**config.mk**
```make
export PLATFORM = sky130hd
export DESIGN_NAME = register_cmd_initiator
export DESIGN_NICKNAME = d
export VERILOG_FILES = /design/src/rtl/inband_reg_pkg.sv /design/src/rtl/register_cmd_initiator.sv
export SDC_FILE = /design/constraint.sdc
export NUM_CORES = 1
export LEC_CHECK = 0
export CAP_MARGIN = 20
export CORE_MARGIN = 8
export CORE_UTILIZATION = 45
export CTS_CLUSTER_SIZE = 24
export DETAILED_ROUTE_END_ITERATION = 16
export DONT_BUFFER_PORTS = 1
export GPL_TIMING_DRIVEN = 0
export HOLD_SLACK_MARGIN = 0.03
export PLACE_DENSITY = 0.58
export SLEW_MARGIN = 30
export SYNTH_ARGS = -nofsm -noshare
export SYNTH_HDL_FRONTEND = slang
export SYNTH_SLANG_ARGS = --single-unit
export TNS_END_PERCENT = 20
```
**constraint.sdc**
```tcl
create_clock -name clk -period 2.3 [get_ports clk]
set_clock_uncertainty 0.15 [all_clocks]
set_input_delay 0.69 -clock clk [delete_from_list [all_inputs] [get_ports clk]]
set_output_delay 0.69 -clock clk [all_outputs]
set_load 0.02 [all_outputs]
```
**src/rtl/inband_reg_pkg.sv**
```systemverilog
// Shared definitions for the inband register bus: FSM states, command header
// layout, responder strobe codes and the default writable address limit.
package inband_reg_pkg;

    typedef enum logic [2:0] {
        ST_IDLE,
        ST_WR_DATA,
        ST_WR_STB,
        ST_RD_ACC,
        ST_RSP_HDR,
        ST_RSP_DAT
    } state_e;

    localparam int RW_BIT   = 31;
    localparam int ADDR_MSB = 30;
    localparam int ADDR_LSB = 24;
    localparam int RID_MSB  = 23;
    localparam int RID_LSB  = 16;

    localparam logic [1:0] EN_IDLE = 2'b00;
    localparam logic [1:0] EN_WR   = 2'b10;
    localparam logic [1:0] EN_RD   = 2'b11;

    localparam int DEFAULT_MAX_ADDR = 52;

    // First reply word of a read: echoes the request ID and register address.
    function automatic logic [31:0] rsp_header(input logic [7:0] rid, input logic [6:0] addr);
        return {rid, 1'b0, addr, 16'h0000};
    endfunction

endpackage

```
**src/rtl/register_cmd_initiator.sv**
```systemverilog
// Initiator side of the inband register bus: turns header/data command words into
// one-cycle responder strobes and returns a two-word reply for every read.
module register_cmd_initiator
    import inband_reg_pkg::*;
#(
    parameter int MAX_ADDR = DEFAULT_MAX_ADDR,
    parameter int CNT_W    = 16
) (
    input  logic             clk,
    input  logic             reset,
    input  logic [31:0]      cmd_data,
    input  logic             cmd_valid,
    output logic             cmd_ready,
    output logic [1:0]       reg_enable,
    output logic [6:0]       reg_addr,
    output logic [31:0]      reg_wdata,
    input  logic [31:0]      reg_rdata,
    output logic [31:0]      rsp_data,
    output logic             rsp_valid,
    input  logic             rsp_ready,
    output logic             busy,
    output logic [CNT_W-1:0] rd_count,
    output logic [CNT_W-1:0] wr_count,
    output logic [7:0]       err_count
);

    state_e           state_q, state_d;
    logic [6:0]       addr_q, addr_d;
    logic [7:0]       rid_q, rid_d;
    logic [31:0]      rdata_q, rdata_d;
    logic             cmd_ready_q, cmd_ready_d;
    logic [1:0]       reg_enable_q, reg_enable_d;
    logic [6:0]       reg_addr_q, reg_addr_d;
    logic [31:0]      reg_wdata_q, reg_wdata_d;
    logic [31:0]      rsp_data_q, rsp_data_d;
    logic             rsp_valid_q, rsp_valid_d;
    logic             busy_q, busy_d;
    logic [CNT_W-1:0] rd_count_q, rd_count_d;
    logic [CNT_W-1:0] wr_count_q, wr_count_d;
    logic [7:0]       err_count_q, err_count_d;

    logic cmd_fire;
    logic addr_ok;
    logic cmd_unused;

    assign cmd_fire   = cmd_valid && cmd_ready_q;
    assign addr_ok    = ({25'd0, addr_q} <= $unsigned(MAX_ADDR));
    assign cmd_unused = ^cmd_data[RID_LSB-1:0];

    always_comb begin
        // NOTE: every _d takes a default first so no path through the case statements infers a latch.
        state_d      = state_q;
        addr_d       = addr_q;
        rid_d        = rid_q;
        rdata_d      = rdata_q;
        reg_wdata_d  = reg_wdata_q;
        reg_addr_d   = reg_addr_q;
        rsp_data_d   = rsp_data_q;
        rd_count_d   = rd_count_q;
        wr_count_d   = wr_count_q;
        err_count_d  = err_count_q;
        cmd_ready_d  = 1'b0;
        reg_enable_d = EN_IDLE;
        rsp_valid_d  = 1'b0;

        case (state_q)
            ST_IDLE: begin
                if (cmd_fire) begin
                    addr_d  = cmd_data[ADDR_MSB:ADDR_LSB];
                    rid_d   = cmd_data[RID_MSB:RID_LSB];
                    state_d = cmd_data[RW_BIT] ? ST_RD_ACC : ST_WR_DATA;
                end
            end
            ST_WR_DATA: begin
                if (cmd_fire) begin
                    if (addr_ok) begin
                        reg_wdata_d = cmd_data;
                        state_d     = ST_WR_STB;
                    end else begin
                        if (err_count_q != 8'hFF) begin
                            err_count_d = err_count_q + 8'd1;
                        end
                        state_d = ST_IDLE;
                    end
                end
            end
            ST_WR_STB: begin
                wr_count_d = wr_count_q + CNT_W'(1);
                state_d    = ST_IDLE;
            end
            ST_RD_ACC: begin
                rdata_d = reg_rdata;
                state_d = ST_RSP_HDR;
            end
            ST_RSP_HDR: begin
                if (rsp_ready) begin
                    state_d = ST_RSP_DAT;
                end
            end
            ST_RSP_DAT: begin
                if (rsp_ready) begin
                    rd_count_d = rd_count_q + CNT_W'(1);
                    state_d    = ST_IDLE;
                end
            end
            default: state_d = ST_IDLE;
        endcase

        // Outputs are decoded from the next state so they leave the flops already aligned to it.
        case (state_d)
            ST_IDLE, ST_WR_DATA: cmd_ready_d = 1'b1;
            ST_WR_STB: begin
                reg_enable_d = EN_WR;
                reg_addr_d   = addr_d;
            end
            ST_RD_ACC: begin
                reg_enable_d = EN_RD;
                reg_addr_d   = addr_d;
            end
            ST_RSP_HDR: begin
                rsp_valid_d = 1'b1;
                rsp_data_d  = rsp_header(rid_d, addr_d);
            end
            ST_RSP_DAT: begin
                rsp_valid_d = 1'b1;
                rsp_data_d  = rdata_d;
            end
            default: cmd_ready_d = 1'b0;
        endcase

        busy_d = (state_d != ST_IDLE);
    end

    always_ff @(posedge clk) begin
        if (reset) begin
            state_q      <= ST_IDLE;
            addr_q       <= '0;
            rid_q        <= '0;
            rdata_q      <= '0;
            cmd_ready_q  <= 1'b0;
            reg_enable_q <= EN_IDLE;
            reg_addr_q   <= '0;
            reg_wdata_q  <= '0;
            rsp_data_q   <= '0;
            rsp_valid_q  <= 1'b0;
            busy_q       <= 1'b0;
            rd_count_q   <= '0;
            wr_count_q   <= '0;
            err_count_q  <= '0;
        end else begin
            // NOTE: non-blocking assignments keep every flop sampling pre-edge values.
            state_q      <= state_d;
            addr_q       <= addr_d;
            rid_q        <= rid_d;
            rdata_q      <= rdata_d;
            cmd_ready_q  <= cmd_ready_d;
            reg_enable_q <= reg_enable_d;
            reg_addr_q   <= reg_addr_d;
            reg_wdata_q  <= reg_wdata_d;
            rsp_data_q   <= rsp_data_d;
            rsp_valid_q  <= rsp_valid_d;
            busy_q       <= busy_d;
            rd_count_q   <= rd_count_d;
            wr_count_q   <= wr_count_d;
            err_count_q  <= err_count_d;
        end
    end

    assign cmd_ready  = cmd_ready_q;
    assign reg_enable = reg_enable_q;
    assign reg_addr   = reg_addr_q;
    assign reg_wdata  = reg_wdata_q;
    assign rsp_data   = rsp_data_q;
    assign rsp_valid  = rsp_valid_q;
    assign busy       = busy_q;
    assign rd_count   = rd_count_q;
    assign wr_count   = wr_count_q;
    assign err_count  = err_count_q;

endmodule

```
==> Word-level counts from Yosys, hierarchy flattened <==
Cells that the tools add are included.
Widths: inputs -> output; s select.
{ "op_classes": {"add_sub_neg": 3, "n_mul": 0, "div": 0, "n_lt_le_gt_ge": 1, "eq_ne": 11, "n_shift": 0, "muxes": 16, "bitwise_logic": 1, "reduce_logical": 11} }
{ "op_table": {"columns": ["op", "count"], "rows": [
  ["$pmux 32 s2", 1],
  ["$add 16x1->16 const B", 2],
  ["$mux 32", 1],
  ["$mux 8", 2],
  ["$pmux 3 s5", 1],
  ["$mux 7", 2],
  ["$eq 3x2->1 const B", 4],
  ["$eq 3x3->1 const B", 4],
  ["$mux 3", 4],
  ["$add 8x1->8 const B", 1],
  ["$ne 8x8->1 const B", 1],
  ["$le 7x6->1 const B", 1],
  ["$eq 3x1->1 const B", 2],
  ["$logic_not 3->1", 2],
  ["$reduce_or 2->1", 3],
  ["$mux 2", 2],
  ["$pmux 2 s2", 1],
  ["$reduce_and 4->1", 1],
  ["$reduce_and 3->1", 1],
  ["$reduce_bool 3->1", 1],
  ["$mux 1", 2],
  ["$reduce_and 2->1", 1],
  ["$reduce_bool 2->1", 1],
  ["$logic_and 1x1->1", 1],
  ["$not 1->1", 1]
]} }
{ "word_totals": {"reg_bits": 166, "latch_bits": 0, "mem_bits_rw": 0, "romBits": 0, "input_bits": 68, "output_inout_bits": 116, "elab_cells": 57, "mem_count": 0} }

==> Longest topological paths before layout <==
Gate-level depths: netlist of the first run.
{ "logic_depth": {"word_depth": 7, "mapped_depth": 7, "depth_no_buf": 5} }

==> Worst setup path before layout of the first run <==
No wires, ideal clock.
{ "synth_timing": {"path_kind": "in2reg", "from": "input port cmd_valid", "to": "register rsp_data_q[20], in the netlist rsp_data[20]", "setup_ns": 0.122, "arrival_time_ns": 1.924, "required_time_ns": 2.028, "path_slack_ns": 0.104, "stages": 5, "path_buffers": 1, "path_cell_list": "nand4bb_4 > nor2_1 > buf_2 > mux2_2 > a221o_1"} }
{ "synth_via": {"elab_chain_len": 5, "word_cells_on_any_way": 10, "cone_classes": "eq/ne (2); mux (6); reduce/logical (2)"} }
{ "synth_lines": {"columns": ["element", "line_no", "rtl"], "rows": [
  ["start: declaration", "register_cmd_initiator.sv:12", "input logic cmd_valid,"],
  ["$logic_and 1x1->1 *", "register_cmd_initiator.sv:46", "assign cmd_fire = cmd_valid && cmd_ready_q;"],
  ["$mux 3 (on tied branches)", "register_cmd_initiator.sv:75, register_cmd_initiator.sv:68", null],
  ["$pmux 3 s5", "register_cmd_initiator.sv:66", "case (state_q)"],
  ["$eq 3x3->1", "register_cmd_initiator.sv:110", "case (state_d)"],
  ["$pmux 32 s2 or $reduce_bool 2->1 (tied branches)", null, null],
  ["end signal: assignment", "register_cmd_initiator.sv:160", "rsp_data_q <= rsp_data_d;"],
  ["end: declaration", "register_cmd_initiator.sv:35", "logic [31:0] rsp_data_q, rsp_data_d;"]
]} }
Mark *: on every way between the ends. The rest lies on a longest branch, timed or not.
A chain may end at the register's enable or synchronous reset.

==> Worst setup path after layout of the first run <==
{ "layout_timing": {"from": "register err_count_q[0], in the netlist err_count[0]", "to": "register err_count_q[7], in the netlist err_count[7]"} }
{ "layout_via": {"elab_chain_len": 2, "word_cells_on_any_way": 3, "cone_classes": "add/sub (1); eq/ne (1); reduce/logical (1)"} }
{ "layout_lines": {"columns": ["element", "line_no", "rtl"], "rows": [
  ["start: declaration", "register_cmd_initiator.sv:40", "logic [7:0] err_count_q, err_count_d;"],
  ["start signal: assignment", "register_cmd_initiator.sv:165", "err_count_q <= err_count_d;"],
  ["parallel branches: the longest is 2 deep, another holds $add 8x1->8", null, null]
]} }
Parallel ways; which one is timed is not known.

==> results of run 1 <==
placed cells by master (no fill, tap or decap), drive strengths merged, types with 2 or more instances in the layout:
| cell | n |
|---|---|
| mux2 | 17 |
| o21ai | 7 |
| clkinvlp | 3 |
| nand2 | 114 |
| xor2 | 9 |
| clkinv | 4 |
| nand4bb | 2 |
| nor2b | 2 |
| nand3 | 14 |
| a31o | 4 |
| and4 | 3 |
| mux2i | 23 |
| or3 | 9 |
| a31oi | 2 |
| bufinv | 2 |
| dfxtp | 166 |
| a21oi | 77 |
| o31ai | 13 |
| a221o | 15 |
| nor3 | 5 |
| or4 | 6 |
| inv | 11 |
| a22o | 17 |
| nor2 | 71 |
| and2 | 14 |
| clkbuf | 44 |
| ha | 3 |
| nor4 | 5 |
| and3b | 2 |
| xnor2 | 10 |
| buf | 22 |
| nand4 | 9 |
| and3 | 6 |
metal layers:
metal	up-vias	GRT usage [%]	wire [um]
met4	0	6.35	195
met5	-	0	0
li1	2462	-	-
met1	2460	21.7	6990
met3	12	8.98	1900
met2	156	32.1	8750
sequential cells by signal, summed over array words and instances, names as in the netlist, 8 cells and up:
name / cells
err_count: 8
rd_count: 16
rdata_q: 32
reg_wdata: 32
rid_q: 8
rsp_data: 32
wr_count: 16
critical path, delay by kind of cell (launching register included):
| family | cells | cell delay [ps] |
|---|---|---|
| buffers and inverters | 1 | 190 |
| AOI/OAI and AO/OA | 1 | 300 |
| and+or+nand+nor | 2 | 500 |
| muxes | 1 | 340 |
| DFF | 1 | 380 |
| adders and majority gates | 1 | 260 |
power groups by stage:
stage	clock, uW	sequential [uW]	combinational [uW]
after global routing	2990	3000	302
after CTS	2860	3000	273
after detailed placement	0	3060	271
after floorplan	0	3040	201
after global placement	0	3060	266
final	2800	2990	273
worst min-delay path by stage:
| stage | to | slack, ps |
|---|---|---|
| 2_1_floorplan | rdata_q[0] | 290 |
| 3_3_place_gp | rdata_q[10] | 300 |
| 3_5_place_dp | rdata_q[8] | 300 |
| 4_1_cts | reg_wdata[12] | 240 |
| 5_1_grt | reg_wdata[0] | 240 |
| 6_report | reg_wdata[12] | 260 |
through the flow:
stage	utilization [%]	setup WS (ps)	setup TNS (ps)	total power [uW]
after floorplan	-	104	0	3240
after global placement	47.9	-675	-32310	3320
after detailed placement	47.9	-762	-36750	3330
after CTS	52.2	-46.3	-88.5	6130
after global routing	52.4	-6.56	-13.0	6290
final	52.4	81.3	0	6070
layout make-up:
type | count | area share, %
Multi-Input combinational cell | 474 | 40.0
Clock buffer | 21 | 6.31
Buffer | 45 | 2.81
Clock inverter | 11 | 1.70
Tap cell | 180 | 3.09
Inverter | 9 | 0.463
Sequential cell | 166 | 45.6
cell families (layout without fill, tap and decap cells):
kind of cell / count (synthesis) / in the layout / share of synthesized area (%)
AOI/OAI and AO/OA: 141 / 141 / 14.6
xor gates and xnor gates: 19 / 19 / 2.58
adders and majority gates: 3 / 3 / 0.582
buffers and inverters: 55 / 86 / 3.65
DFF: 166 / 166 / 51.5
muxes: 40 / 40 / 6.53
and+or+nand+nor: 271 / 271 / 20.6
repair_timing:
item,CTS,global route
cloned,0,0
hold endpoints to repair,0,0
endpoints found under the setup margin,72,41
buffers inserted,0,0
gates resized for setup,4,12
==> impl_metrics.json, run 1 <==
{
  "detailedRoute.firstIterationViolations": 277,
  "residual_drc": 0,
  "synth_area_um2": 6450,
  "cts.hold.buffers_added": 0,
  "hold_path.class": "in -> reg",
  "chipHeight_um": 136,
  "die-area_um2": 18400,
  "synth-edff-count": 0,
  "crit_path_top_delay_cell": "sky130_fd_sc_hd__dfxtp_2",
  "synthTopCellsByArea": "sky130_fd_sc_hd__dfxtp_1 52%, sky130_fd_sc_hd__nand2_1 6.6%, sky130_fd_sc_hd__a21oi_1 5.9%, sky130_fd_sc_hd__nor2_1 4.1%, sky130_fd_sc_hd__mux2i_1 3.6%",
  "grt_antenna_before_repair": 0,
  "placeableCoreArea_um2": 13900,
  "crit_path_max_incr_delay_ps": 380,
  "hold_path_startpoint": "cmd_data[12]",
  "post_synthesis_net_count": 766,
  "critical_path.endpoint_type": "flop",
  "layout.nets": 784,
  "power.share.switching_pct": 22.9,
  "cp_max_fo": 10,
  "crit_start": "err_count[0]",
  "max_slew_margin_pct": 58.5,
  "wirelength_um": 17800,
  "finalInstanceArea_um2": 7300,
  "internal_power_uw": 4680,
  "synth_seq_cells": 166,
  "drt-pass1-iter-count": 5,
  "max-clock-path-buffers": 2,
  "end_of_the_worst_register_to_register_path": "err_count[7]",
  "numCtsBuffers": 17,
  "avgSynthCellArea_um2": 9.28,
  "maximum_number_of_pins_on_one_net_before_global_route_repair": 17,
  "finalMaxSlewViolations": 0,
  "post-synth-top-area-fraction_pct": 51.5,
  "postSynthCellCount": 695,
  "vdd.ir_drop.worst_mv": 0.460,
  "route.antenna.remaining_nets": 0,
  "start_kind": "flop",
  "biggest_area_consumer_among_synthesized_cells": "sky130_fd_sc_hd__dfxtp_1",
  "gr-total-overflow": 0,
  "drive_gt1_share_pct": 11.7,
  "chain_of_cells_forming_the_critical_path": "ha_1, and4_1, a211o_1, clkbuf_2, nor4_2, mux2_1",
  "synth_top_flop_cell": "sky130_fd_sc_hd__dfxtp_1",
  "r2r_cells": 6,
  "synth_seq_area_share_pct": 51.5,
  "dp_hpwl_um": 13600,
  "fin_hold_ws_ps": 256,
  "final.period_utilization_pct": 96.5,
  "p_seq_share_pct": 49.3,
  "dp_cells": 875,
  "detailed_route_via_count": 5090,
  "cap_viol_max_count": 0,
  "filler_cell_count": 1309,
  "num_rows": 43,
  "r2r-start": "err_count[0]",
  "final_hold_violations": 0,
  "area_delta_synth_final_pct": 13.1,
  "global_route.usage.total_pct": 19.4,
  "io_pins": 184,
  "hold_path_depth": 2,
  "multi_input_comb_area_um2": 2920,
  "finalWorstPathRequiredPeriod_ps": 2220,
  "arrival_ps": 2370,
  "antenna_cells": 0,
  "yosys_warnings": 0,
  "drt-vias-per-instance": 5.62,
  "ctsRootBufferMaster": "sky130_fd_sc_hd__clkbuf_16",
  "clock_latency_ps": 410,
  "dieWidth_um": 136,
  "cts.sinks": 166,
  "required_ps": 2450,
  "tritoncts": "yes",
  "timing.final.setup_violations": 0,
  "stdcell_count": 906,
  "seq_area_um2": 3330,
  "worst_setup_hold_path_clk_slew_ps": 60,
  "cts.htree.levels": 4,
  "first_pass_grt_wire_length_um": 28100,
  "finalWeightedCongestion": 0.813,
  "outcome": "finished, final reports clean",
  "p_leak_uw": 0.00262,
  "regToRegSetupSlack_ps": 80,
  "combPwrFrac_pct": 4.5,
  "post_synth_most_frequent_cells": "166 x sky130_fd_sc_hd__dfxtp_1, 114 x sky130_fd_sc_hd__nand2_1, 76 x sky130_fd_sc_hd__a21oi_1, 71 x sky130_fd_sc_hd__nor2_1, 24 x sky130_fd_sc_hd__clkbuf_1",
  "setup_crit_path_kind": "reg -> reg",
  "first_global_vias": 5040,
  "p_per_area_nw_per_um2": 832,
  "post_dp_cell_area_um2": 6680,
  "async_flop_share_pct": 0,
  "netSwitchingPower_uw": 1390,
  "io_buffers": 0,
  "share_clk_of_total_power_pct": 46.2,
  "yosys.cell_count.top_type": "sky130_fd_sc_hd__dfxtp_1",
  "setup.worst_path.end": "err_count[7]",
  "tightestPinTransition_ps": 621,
  "drt-wirelength-per-cell_um": 19.7,
  "synthDistinctLibCells": 53,
  "initial_core_util_pct": 46.3,
  "clock.fmax_ghz": 0.451
}
Power figures use the tool's default switching activity.
==> inputs of run 2 (changes only) <==
--- a/config.mk
+++ b/config.mk
@@ -12,7 +12,7 @@
 export DETAILED_ROUTE_END_ITERATION = 16
 export DONT_BUFFER_PORTS = 1
 export GPL_TIMING_DRIVEN = 0
-export HOLD_SLACK_MARGIN = 0.03
+export HOLD_SLACK_MARGIN = 0.12
 export PLACE_DENSITY = 0.58
 export SLEW_MARGIN = 30
 export SYNTH_ARGS = -nofsm -noshare
==> results of run 2 <==
Final layout, timing and power as in run 1 (identical DEF).
